`config.mk`:
```
export PLATFORM = sky130hd
export DESIGN_NAME = frame_stream_buffer
export DESIGN_NICKNAME = d
export VERILOG_FILES = /design/src/rtl/frame_stream_buffer.sv
export SDC_FILE = /design/constraint.sdc
export NUM_CORES = 1
export LEC_CHECK = 0
export BUFFER_PORTS_ARGS = -buffer_cell sky130_fd_sc_hd__clkbuf_2
export CORE_MARGIN = 3
export CORE_UTILIZATION = 60
export CTS_BUF_LIST = sky130_fd_sc_hd__clkbuf_4
export DETAILED_ROUTE_END_ITERATION = 8
export GPL_TIMING_DRIVEN = 0
export HOLD_SLACK_MARGIN = 0.12
export PLACE_DENSITY = 0.79
export REMOVE_ABC_BUFFERS = 1
export SKIP_LAST_GASP = 1
export SYNTH_ARGS = -nofsm -noshare
export SYNTH_HDL_FRONTEND = slang
export SYNTH_SLANG_ARGS = --single-unit
```
`constraint.sdc`:
```
create_clock -name clk -period 8.9 [get_ports clk]
set_input_delay 0 -clock clk [delete_from_list [all_inputs] [get_ports clk]]
set_output_delay 0 -clock clk [all_outputs]
set_load 0.03 [all_outputs]
```
`src/rtl/frame_stream_buffer.sv`:
```
// Generic first-word-fall-through FIFO used as the elastic store.
// Latency: a push at edge N is visible on pop_dat after edge N.
// Backpressure: push_rdy drops only when full; pop_vld drops only when empty.
module fsb_fifo #(
    parameter int WIDTH = 8,
    parameter int DEPTH = 16
) (
    input  logic                     clk,
    input  logic                     rst,
    input  logic                     push_vld,
    input  logic [WIDTH-1:0]         push_dat,
    output logic                     push_rdy,
    output logic                     pop_vld,
    output logic [WIDTH-1:0]         pop_dat,
    input  logic                     pop_rdy,
    output logic [$clog2(DEPTH):0]   level
);
    localparam int AW = $clog2(DEPTH);
    localparam logic [AW:0] FULL_LVL = (AW+1)'(DEPTH);

    logic [WIDTH-1:0] mem [DEPTH];
    logic [AW-1:0]    wr_ptr;
    logic [AW-1:0]    rd_ptr;
    logic             do_push;
    logic             do_pop;

    assign push_rdy = (level != FULL_LVL);
    assign pop_vld  = (level != '0);
    assign pop_dat  = mem[rd_ptr];
    assign do_push  = push_vld && push_rdy;
    assign do_pop   = pop_vld && pop_rdy;

    // Storage carries no reset; occupancy alone decides what is valid.
    always_ff @(posedge clk) begin
        if (do_push) begin
            mem[wr_ptr] <= push_dat;
        end
    end

    always_ff @(posedge clk or posedge rst) begin
        if (rst) begin
            wr_ptr <= '0;
            rd_ptr <= '0;
            level  <= '0;
        end else begin
            if (do_push) begin
                wr_ptr <= wr_ptr + AW'(1);
            end
            if (do_pop) begin
                rd_ptr <= rd_ptr + AW'(1);
            end
            if (do_push && !do_pop) begin
                level <= level + (AW+1)'(1);
            end else if (do_pop && !do_push) begin
                level <= level - (AW+1)'(1);
            end
        end
    end
endmodule

// Frame-aware elastic buffer: realigns to SOP and enforces the frame pixel count.
// Latency: one cycle from accepted input beat to visible output beat.
// Backpressure: ready_out depends only on occupancy, never on ready_in.
module frame_stream_buffer #(
    parameter int IMAGE_WIDTH  = 640,
    parameter int IMAGE_HEIGHT = 480,
    parameter int DATA_WIDTH   = 12,
    parameter int DEPTH        = 16
) (
    input  logic                    clk,
    input  logic                    reset,
    input  logic                    valid_in,
    input  logic                    startofpacket_in,
    input  logic                    endofpacket_in,
    input  logic [DATA_WIDTH-1:0]   data_in,
    output logic                    ready_out,
    input  logic                    ready_in,
    output logic                    valid_out,
    output logic                    startofpacket_out,
    output logic                    endofpacket_out,
    output logic [DATA_WIDTH-1:0]   data_out,
    output logic [31:0]             pixel_count_out,
    output logic [15:0]             frame_count_out,
    output logic                    frame_error,
    output logic [$clog2(DEPTH):0]  fill_level
);
    localparam logic [31:0] NPIX = 32'(IMAGE_WIDTH * IMAGE_HEIGHT);

    typedef enum logic {
        WAIT_SOP = 1'b0,
        IN_FRAME = 1'b1
    } state_t;

    typedef struct packed {
        logic                  sop;
        logic                  eop;
        logic [DATA_WIDTH-1:0] dat;
    } beat_t;

    state_t      state;
    state_t      state_nxt;
    logic [31:0] pix_cnt_nxt;
    logic [15:0] frm_cnt_nxt;
    logic        err_nxt;
    logic [31:0] cnt_new;
    logic        accept;
    logic        wr_vld;
    logic        frame_end;
    beat_t       wr_beat;
    beat_t       rd_beat;

    assign accept = valid_in && ready_out;

    always_comb begin
        state_nxt   = state;
        pix_cnt_nxt = pixel_count_out;
        frm_cnt_nxt = frame_count_out;
        err_nxt     = 1'b0;
        wr_vld      = 1'b0;
        frame_end   = 1'b0;
        cnt_new     = pixel_count_out + 32'd1;
        wr_beat.sop = startofpacket_in;
        wr_beat.eop = endofpacket_in;
        wr_beat.dat = data_in;

        if (accept) begin
            if (startofpacket_in) begin
                // An SOP always opens a fresh frame; inside a frame it also flags the truncation.
                wr_vld      = 1'b1;
                cnt_new     = 32'd1;
                err_nxt     = (state == IN_FRAME);
                state_nxt   = IN_FRAME;
            end else if (state == IN_FRAME) begin
                wr_vld      = 1'b1;
            end

            if (wr_vld) begin
                pix_cnt_nxt = cnt_new;
                frame_end   = endofpacket_in || (cnt_new == NPIX);
            end

            if (frame_end) begin
                wr_beat.eop = 1'b1;
                if (!endofpacket_in || (cnt_new != NPIX)) begin
                    err_nxt = 1'b1;
                end
                frm_cnt_nxt = frame_count_out + 16'd1;
                state_nxt   = WAIT_SOP;
            end
        end
    end

    always_ff @(posedge clk or posedge reset) begin
        if (reset) begin
            state           <= WAIT_SOP;
            pixel_count_out <= '0;
            frame_count_out <= '0;
            frame_error     <= 1'b0;
        end else begin
            state           <= state_nxt;
            pixel_count_out <= pix_cnt_nxt;
            frame_count_out <= frm_cnt_nxt;
            frame_error     <= err_nxt;
        end
    end

    fsb_fifo #(
        .WIDTH (DATA_WIDTH + 2),
        .DEPTH (DEPTH)
    ) u_fifo (
        .clk      (clk),
        .rst      (reset),
        .push_vld (wr_vld),
        .push_dat (wr_beat),
        .push_rdy (ready_out),
        .pop_vld  (valid_out),
        .pop_dat  (rd_beat),
        .pop_rdy  (ready_in),
        .level    (fill_level)
    );

    assign startofpacket_out = rd_beat.sop;
    assign endofpacket_out   = rd_beat.eop;
    assign data_out          = rd_beat.dat;
endmodule

```
# [After elaboration in Yosys (flattened, before gate mapping)]
# Memory sizes are Yosys's and may differ from the RTL's.
# Cells that the tools add are included.
[totals] ramBits=224 register_bits=63 n_memories=1 romBits=0 output_inout_bits=70 latch_bits=0 word_cells=53 input_bits=18
[mem_list] name="u_fifo.mem" words=16 width=14 rd=1 rd_ports_with_merged_regs=0 wr=1 line_no="21" text="logic [WIDTH-1:0] mem [DEPTH];"
[classes] muxes=20 n_reduce_logical=16 n_div=0 shift=0 bitwise=0 multipliers=0 add_sub_neg=6 magnitude_cmp=0 eq_ne=3
[op_table] op="$mux W32" count=2
[op_table] op="$add A32 B1 Y32 const B" count=1
[op_table] op="$eq A32 B19 Y1 const B" count=1
[op_table] op="$ne A32 B19 Y1 const B" count=1
[op_table] op="$add A16 B1 Y16 const B" count=1
[op_table] op="$mux W1" count=16
[op_table] op="$mux W5" count=2
[op_table] op="$add A4 B1 Y4 const B" count=2
[op_table] op="$reduce_and A2 Y1" count=3
[op_table] op="$add A5 B1 Y5 const B" count=1
[op_table] op="$logic_and A1 B1 Y1" count=5
[op_table] op="$ne A5 B5 Y1 const B" count=1
[op_table] op="$reduce_bool A5 Y1" count=1
[op_table] op="$sub A5 B1 Y5 const B" count=1
[op_table] op="$reduce_bool A2 Y1" count=2
[op_table] op="$logic_not A1 Y1" count=3
[op_table] op="$logic_or A1 B1 Y1" count=2

# [Longest topological paths before layout]
# Gate-level depths: netlist (run 1).
[logic_depth] depth_word=9 mapped_depth=15 ltp_nobuf=13

# [Cells and area by module]
# A second synthesis (run 1) with hierarchy kept.
[hier_totals] cells_unflattened=898 area_unflattened_um2=12888.6
[modules_own_cells] mod="fsb_fifo" area_per_inst_um2=9479.1 cells_each=489 seq_area_each_um2=7051.8 n_inst=1
[modules_own_cells] mod="frame_stream_buffer" area_per_inst_um2=3409.5 cells_each=409 seq_area_each_um2=1251.2 n_inst=1

# [Worst setup path before layout (run 1)]
# OpenSTA, ideal clock, no wires.
[synth_timing] kind="register to register" from="reg u_fifo.level[0]" to="reg u_fifo.level[4]" arrival_time_ps=3197 stages_incl_launch_ff=16 slack_ps=5567 period_less_slack_ps=3333 t_required_ps=8764 cell_sequence="dfrtp_1 > nor4_1 > nand2_1 > and2_1 > clkbuf_1 > o21ai_0 > inv_1 > buf_1 > ha_1 > inv_1 > ha_1 > a21o_1 > a21oi_1 > xnor2_1 > nor2_1 > xor2_1"
[synth_between] elab_chain_cells=7 word_cells_on_any_way=15 cone_classes="add/sub (2); eq/ne (1); mux (3); reduce/logical (9)"
[synth_lines] item="start, declared" line_no="16" text="output logic [$clog2(DEPTH):0] level"
[synth_lines] item="start signal, assigned" line_no="53" text="level <= level + (AW+1)'(1);"
[synth_lines] item="start signal, assigned" line_no="55" text="level <= level - (AW+1)'(1);"
[synth_lines] item="$ne A5 B5 Y1 *" line_no="27" text="assign push_rdy = (level != FULL_LVL);"
[synth_lines] item="named net ready_out" line_no="76" text="output logic ready_out,"
[synth_lines] item="$logic_and A1 B1 Y1" line_no="112" text="assign accept = valid_in && ready_out;"
[synth_lines] item="$mux W1" line_no="126" text="if (accept) begin"
[synth_lines] item="$logic_and A1 B1 Y1 *" line_no="30" text="assign do_push = push_vld && push_rdy;"
[synth_lines] item="named net u_fifo.do_push" line_no="24" text="logic do_push;"
[synth_lines] item="$logic_not A1 Y1" line_no="54" text="end else if (do_pop && !do_push) begin"
[synth_lines] item="$logic_and A1 B1 Y1" line_no="54"
[synth_lines] item="$reduce_bool A2 Y1 (no source line)"
# Mark *: on every way through the listed nets, which the timed path passes. The rest lies on a longest branch. The select of a mux whose other input is x is not followed.
# A chain may end at the register's enable or synchronous reset.

# [Final worst setup path (run 1)]
[layout_timing] from="reg pixel_count_out[1]" to="reg frame_error"
[layout_between] elab_chain_cells=9 word_cells_on_any_way=12 cone_classes="add/sub (1); eq/ne (2); mux (7); reduce/logical (2)"
[layout_lines] item="start, declared" line_no="82" text="output logic [31:0] pixel_count_out,"
[layout_lines] item="start signal, assigned" line_no="161" text="pixel_count_out <= pix_cnt_nxt;"
[layout_lines] item="$add A32 B1 Y32 *" line_no="121" text="cnt_new = pixel_count_out + 32'd1;"
[layout_lines] item="$mux W32 *" line_no="127" text="if (startofpacket_in) begin"
[layout_lines] item="$mux W32 *" line_no="126"
[layout_lines] item="$eq A32 B19 Y1" line_no="139" text="frame_end = endofpacket_in || (cnt_new == NPIX);"
[layout_lines] item="$logic_or A1 B1 Y1" line_no="139"
[layout_lines] item="$mux W1" line_no="137" text="if (wr_vld) begin"
[layout_lines] item="$mux W1" line_no="126"
[layout_lines] item="$mux W1 *" line_no="142" text="if (frame_end) begin"
[layout_lines] item="$mux W1 *" line_no="126"
[layout_lines] item="named net err_nxt" line_no="104" text="logic err_nxt;"
[layout_lines] item="end signal, assigned" line_no="163" text="frame_error <= err_nxt;"
[layout_lines] item="end, declared" line_no="84" text="output logic frame_error,"
# Marks and branches as above.

==> results.toml, run 1 <==
[critical_path]
crit_family = "simple AND/OR/NAND/NOR gates"
worst_ep_required_time_ps = 9410
reg2reg_slack_ps = 4340
crit_path_frequent_cell = "nand3_1"
crit_buf_inv = 2
cp_max_fo = 9
slowest_delay_ps = 590
path_cells = "ha_1, nand3_1, or2_2, nor3_1, xnor2_1, o2111ai_2, nor4_2, nand3_1, a41oi_1, dlygate4sd3_1, nand3_1, dlygate4sd3_1"
cp_slowest_cell = "dlygate4sd3_1"
cp-end-kind = "flop"
reg2reg_depth = 12
timing.rr.start = "pixel_count_out[1]$_DFFE_PP0N_"
critPathKind = "flop to flop"
crit_start = "pixel_count_out[1]$_DFFE_PP0N_"
startpoint_type = "flop"
r2r-end = "frame_error$_DFF_PP0_"
crit_arrival_ps = 5070

[flow_run]
cap_violations = 0

[synthesis]
synth-seq-cells = 287
synth_area_leader_cell = "edfxtp_1"
synth.avg_cell_area_um2 = 16.1
ys_types = 71
synth_area_mm2 = 0.0128
synthFlopType = "edfxtp_1"
synth_area_leaders = "edfxtp_1 (53%), dfrtp_1 (12%), mux4_2 (12%)"
async_reset_ff_share_pct = 22.0
syn_inst = 792
ys_seq_area_share_pct = 65.1
yosys_warnings = 0
synth_edf_count = 224
netlist.area_leader.share_pct = 52.7

[timing]
setup_ws_ps = 4340
fin_crit_ps = 4560
finalCritPeriodShare_pct = 51.3
rsz0062_at_grt = "no"
slew_headroom_pct = 21.2
clock_skew_ps = 54.6
fmax_mhz = 219
worst_pin_slew_ps = 1180
drv_slew = 0
finalHoldViolations = 0
setup_viol = 0

[route]
drt-initial-drc-count = 666
vias = 7624
drc = 0
viasPerCell = 6.11
drt-pass1-iter-count = 6
avgRoutedWirePerCell_um = 21.7
drt-total-wl_um = 27100
postRouteAntennaNets = 0

[die]
start_util_pct = 62.0
rows = 52
die_w_um = 152
die_area_mm2 = 0.0230
pin_count = 88
core_area_mm2 = 0.0206
die_h_um = 152

[finish]
multi_input_area_mm2 = 0.00406
nNetsFinal = 955
nFillCells = 1375
num_antenna_cells = 0
ff_latch_area_mm2 = 0.00831
final_cell_count_no_fill = 1247
area_delta_synth_final_pct = 13.4
drive_gt1_share_pct = 32.9

[grt]
grt.total_usage_pct = 24.2
grt_pass1_vias = 7747
grt_overflow_total = 0
grt_first_pass_wirelength_um = 42100
grt_max_degree = 55
antenna_found_initial = 0

[power_and_ir_drop]
pwr-share-seq_pct = 42.7
ir_drop_mv = 0.182
switchingPower_uw = 1430
combinationalPowerShare_pct = 30.1
power_density_mw_per_mm2 = 294
clkPwrFrac_pct = 27.1
swShare_pct = 33.7
p_int_uw = 2820
leakagePower_uw = 0.00536

[placement]
hpwl_um = 16200
port_buffers = 87
place_ws_ps = 4920
placed_cells = 1101
gp_congestion = 0.878

[cts]
post_cts_resized = 0
cts_max_level = 3
clockRootBuffer = "clkbuf_4"
path_clk_slew_ps = 70
cts_sinks = 287
clk_latency_ps = 660
ctsHoldBuffers = 19
cts_made_buffers = 73
cts_tree = "built"
cts_buffer_depth = 3
post_cts_buffers = 0

[hold_path]
hold_path_end = "u_fifo.rd_ptr[2]$_DFFE_PP0P_"
hold_depth = 4
hold_class = "primary input to flop"
holdCritStartpoint = "ready_in"

[run_status]
status = "finished, final reports clean"
-- placed cells by master (no fill, tap or decap), drive strengths merged, types with 17 or more instances in the layout --
cell         Yosys  layout
nand3           23      23
mux4            70      70
a21oi           24      24
nand2           54      54
dlygate4sd3      0      19
o21ai           37      37
dfrtp           63      63
xor2            25      25
nand4           20      20
and2            17      17
nor3            34      34
edfxtp         224     224
nor2            25      25
inv             16      18
clkbuf          31     197
xnor2           17      17
-- per-stage QoR --
| stage | setup TNS [ps] | instance area (µm²) | util, % | power [µW] | hold slack (ps) |
|---|---|---|---|---|---|
| floorplan | 0 | 12400 | - | 2750 | 89.1 |
| global placement | -8160 | 13200 | 64.1 | 3080 | 274 |
| detailed placement | 0 | 13300 | 64.7 | 3130 | 135 |
| CTS | 0 | 14500 | 70.4 | 4300 | 161 |
| global route | 0 | 14500 | 70.4 | 4470 | 222 |
| finish | 0 | 14500 | 70.4 | 4260 | 215 |
-- cells in the mapped netlist (17+ instances only) --
library cell	n
and2_1	17
nor3_1	24
xnor2_1	17
o21ai_0	36
nand3_1	22
clkbuf_1	24
edfxtp_1	224
dfrtp_1	63
mux4_2	70
nand2_1	54
xor2_1	25
a21oi_1	24
nor2_1	25
-- power by group through the flow --
stage	Sequential [µW]	Combinational (µW)	Clock, µW
finish	1820	1280	1160
global placement	1900	1180	0
floorplan	1920	826	0
CTS	1820	1300	1180
global route	1840	1370	1250
detailed placement	1850	1280	0
-- final cells by class --
type                       instances  area share (%)
sequential                       287            57.4
multi-input combinational        437            28.1
clock buffer                     110            5.71
timing repair buffer             110            4.98
tap                              270            2.34
clock inverter                    17            1.02
inverter                          16           0.415
-- flip-flops by register name, indices dropped and copies added, names as in the netlist --
signal and count:
frame_count_out 16, frame_error 1, pixel_count_out 32, state 1, u_fifo.level 5, u_fifo.mem 224
u_fifo.rd_ptr 4, u_fifo.wr_ptr 4
-- cell families after synthesis --
| family | after synthesis | synth area share (%) |
|---|---|---|
| and+or+nand+nor | 214 | 10.0 |
| DFF | 287 | 65.1 |
| buffers and inverters | 68 | 3.12 |
| adders and majority gates | 12 | 1.24 |
| AOI/OAI and AO/OA | 89 | 4.45 |
| xor gates and xnor gates | 42 | 2.88 |
| muxes | 80 | 13.2 |
-- worst max path at each step --
stage | slack (ps) | depth (start not counted) | endpoint
finish | 4340 | 12 | frame_error$_DFF_PP0_
detailed placement | 4920 | 13 | u_fifo.level[4]$_DFFE_PP0P_
global placement | -460 | 11 | u_fifo.level[4]$_DFFE_PP0P_
global route | 4130 | 12 | frame_error$_DFF_PP0_
CTS | 4370 | 12 | frame_error$_DFF_PP0_
floorplan | 2450 | 10 | u_fifo.level[4]$_DFFE_PP0P_
-- layer usage --
metal	GRT usage (%)	vias to the layer above	routed length (µm)
li1	-	3408	-
met4	8.58	0	531
met3	4.76	57	1980
met2	40.0	340	14000
met5	0	-	0
met1	32.7	3819	10600
-- worst min-delay path, delay by kind of cell --
| kind | cells | cell delay (ps) |
|---|---|---|
| and+or+nand+nor | 1 | 80 |
| buffers and inverters | 2 | 650 |
| xor gates and xnor gates | 1 | 60 |
No activity file was read; power rests on OpenSTA's default activity.
==> run 2, diff against run 1 <==
CORE_UTILIZATION = 57   (was 60)
clock period = 4 ns   (was 8.9 ns; I/O delays follow)
==> results.toml, run 2 (synthesis results as in run 1) <==
[run_status]
status = "finished, final reports clean"

[die]
pin_count = 88
core_area_mm2 = 0.0219
start_util_pct = 58.3
die_w_um = 156
rows = 54
die_area_mm2 = 0.0242
die_h_um = 156

[cts]
path_clk_slew_ps = 70
cts_buffer_depth = 3
cts_tree = "built"
post_cts_buffers = 0
clockRootBuffer = "clkbuf_4"
cts_sinks = 287
clk_latency_ps = 680
cts_made_buffers = 72
cts_max_level = 3

[power_and_ir_drop]
leakagePower_uw = 0.00530
ir_drop_mv = 0.400
power_density_mw_per_mm2 = 648

[route]
viasPerCell = 5.99
drt-pass1-iter-count = 5
avgRoutedWirePerCell_um = 21.6
drt-total-wl_um = 27100
drc = 0
postRouteAntennaNets = 0
vias = 7507
drt-initial-drc-count = 461

[timing]
drv_slew = 0
slew_headroom_pct = 16.8
fmax_mhz = 256
finalHoldViolations = 0
clock_skew_ps = 39.5
finalCritPeriodShare_pct = 97.8
fin_crit_ps = 3910
worst_pin_slew_ps = 1250
rsz0062_at_grt = "yes"
setup_viol = 0

[grt]
grt_pass1_vias = 7725
grt_overflow_total = 0
antenna_found_initial = 1
grt_max_degree = 60
grt.total_usage_pct = 22.8
grt_first_pass_wirelength_um = 42600

[finish]
layout_common_cells = "edfxtp_1 (224), clkbuf_4 (102), clkbuf_2 (87)"
reg_top3 = "u_fifo.mem (224), pixel_count_out (32), frame_count_out (16)"
final_common_cell = "edfxtp_1"
drive_gt1_share_pct = 32.4
top_register = "u_fifo.mem"
area_delta_synth_final_pct = 12.9
final_cell_area_mm2 = 0.0144
nNetsFinal = 953
largest_register_ffs = 224
final_util_pct = 65.8

[critical_path]
critPathKind = "flop to flop"
slowest_delay_ps = 580
crit_arrival_ps = 4420
path_cells = "ha_2, nand3_1, or2_2, nor3_1, xnor2_1, o2111ai_2, nor4_2, nand3_1, a41oi_1, dlygate4sd3_1, nand3_1"
crit_path_frequent_cell = "nand3_1"
worst_ep_required_time_ps = 4510
cp-end-kind = "flop"
cp_max_fo = 9
cp_slowest_cell = "dlygate4sd3_1"
startpoint_type = "flop"

[hold_path]
hold_class = "primary input to flop"

[placement]
place_area_mm2 = 0.0133
hpwl_um = 15500
gp_congestion = 0.792
port_buffers = 87

[flow_run]
cap_violations = 0
-- run 2: what timing repair did --
item | CTS | global route
setup endpoints to repair | 12 | 5
resized for setup | 1 | 2
hold buffers | 18 | 0
hold endpoints to repair | 306 | 0
gates cloned | 0 | 1
-- run 2: path summary, 6_finish.rpt --
check                                           startpoint                         endpoint  slack (ps)  cells after the start
max                         pixel_count_out[0]$_DFFE_PP0N_            frame_error$_DFF_PP0_          90                     11
min reg2reg                frame_count_out[15]$_DFFE_PP0P_  frame_count_out[15]$_DFFE_PP0P_         480                      1
min in group asynchronous                            reset   pixel_count_out[6]$_DFFE_PP0N_         540                      4
max in group asynchronous                            reset   pixel_count_out[4]$_DFFE_PP0N_        2820                      5
min                                               ready_in     u_fifo.rd_ptr[2]$_DFFE_PP0P_         200                      4
max reg2reg                 pixel_count_out[0]$_DFFE_PP0N_            frame_error$_DFF_PP0_          90                     11
-- run 2: layout make-up --
class	instances	area, µm²
diodes	1	2.50
inverters	16	60.1
repair buffers	108	683
flip-flops and latches	287	8310
clock inverters	22	145
fillers	1561	7490
multi-input cells	438	4090
well taps	280	350
clock buffers	102	766
-- run 2: power by group --
part / switching, µW / total [µW] / internal [µW] / leakage [µW]
Combinational: 1460 / 2730 / 1270 / 0.00193
Clock: 1150 / 2460 / 1310 / 0.000531
Sequential: 596 / 4140 / 3550 / 0.00284
-- run 2: per-layer routing --
metal  routed length [µm]  track usage (%)
met5                    0                0
met3                 1940             5.27
met1                11300             31.7
met2                13400             36.2
met4                  470             7.92
-- run 2: through the flow --
step                setup TNS [ps]  hold WS [ps]  setup WS [ps]  power, µW  instances
finish                           0           199           88.3       9330       1254
global route                 -54.1           164          -54.1       9800       1254
CTS                              0           155           75.3       9430       1252
detailed placement               0           107           50.4       6940       1110
global placement          -1203260           277          -5790       6920       1107
floorplan                  -354670          89.1          -2450       6110        740
-- run 2: worst max-delay path: cells and delay by family (launching register included) --
kind                       cells  cell delay (ps)
adders and majority gates      1              340
buffers and inverters          1              580
AOI/OAI and AO/OA              2              390
DFF                            1              480
xor gates and xnor gates       1              200
and+or+nand+nor                6             1750
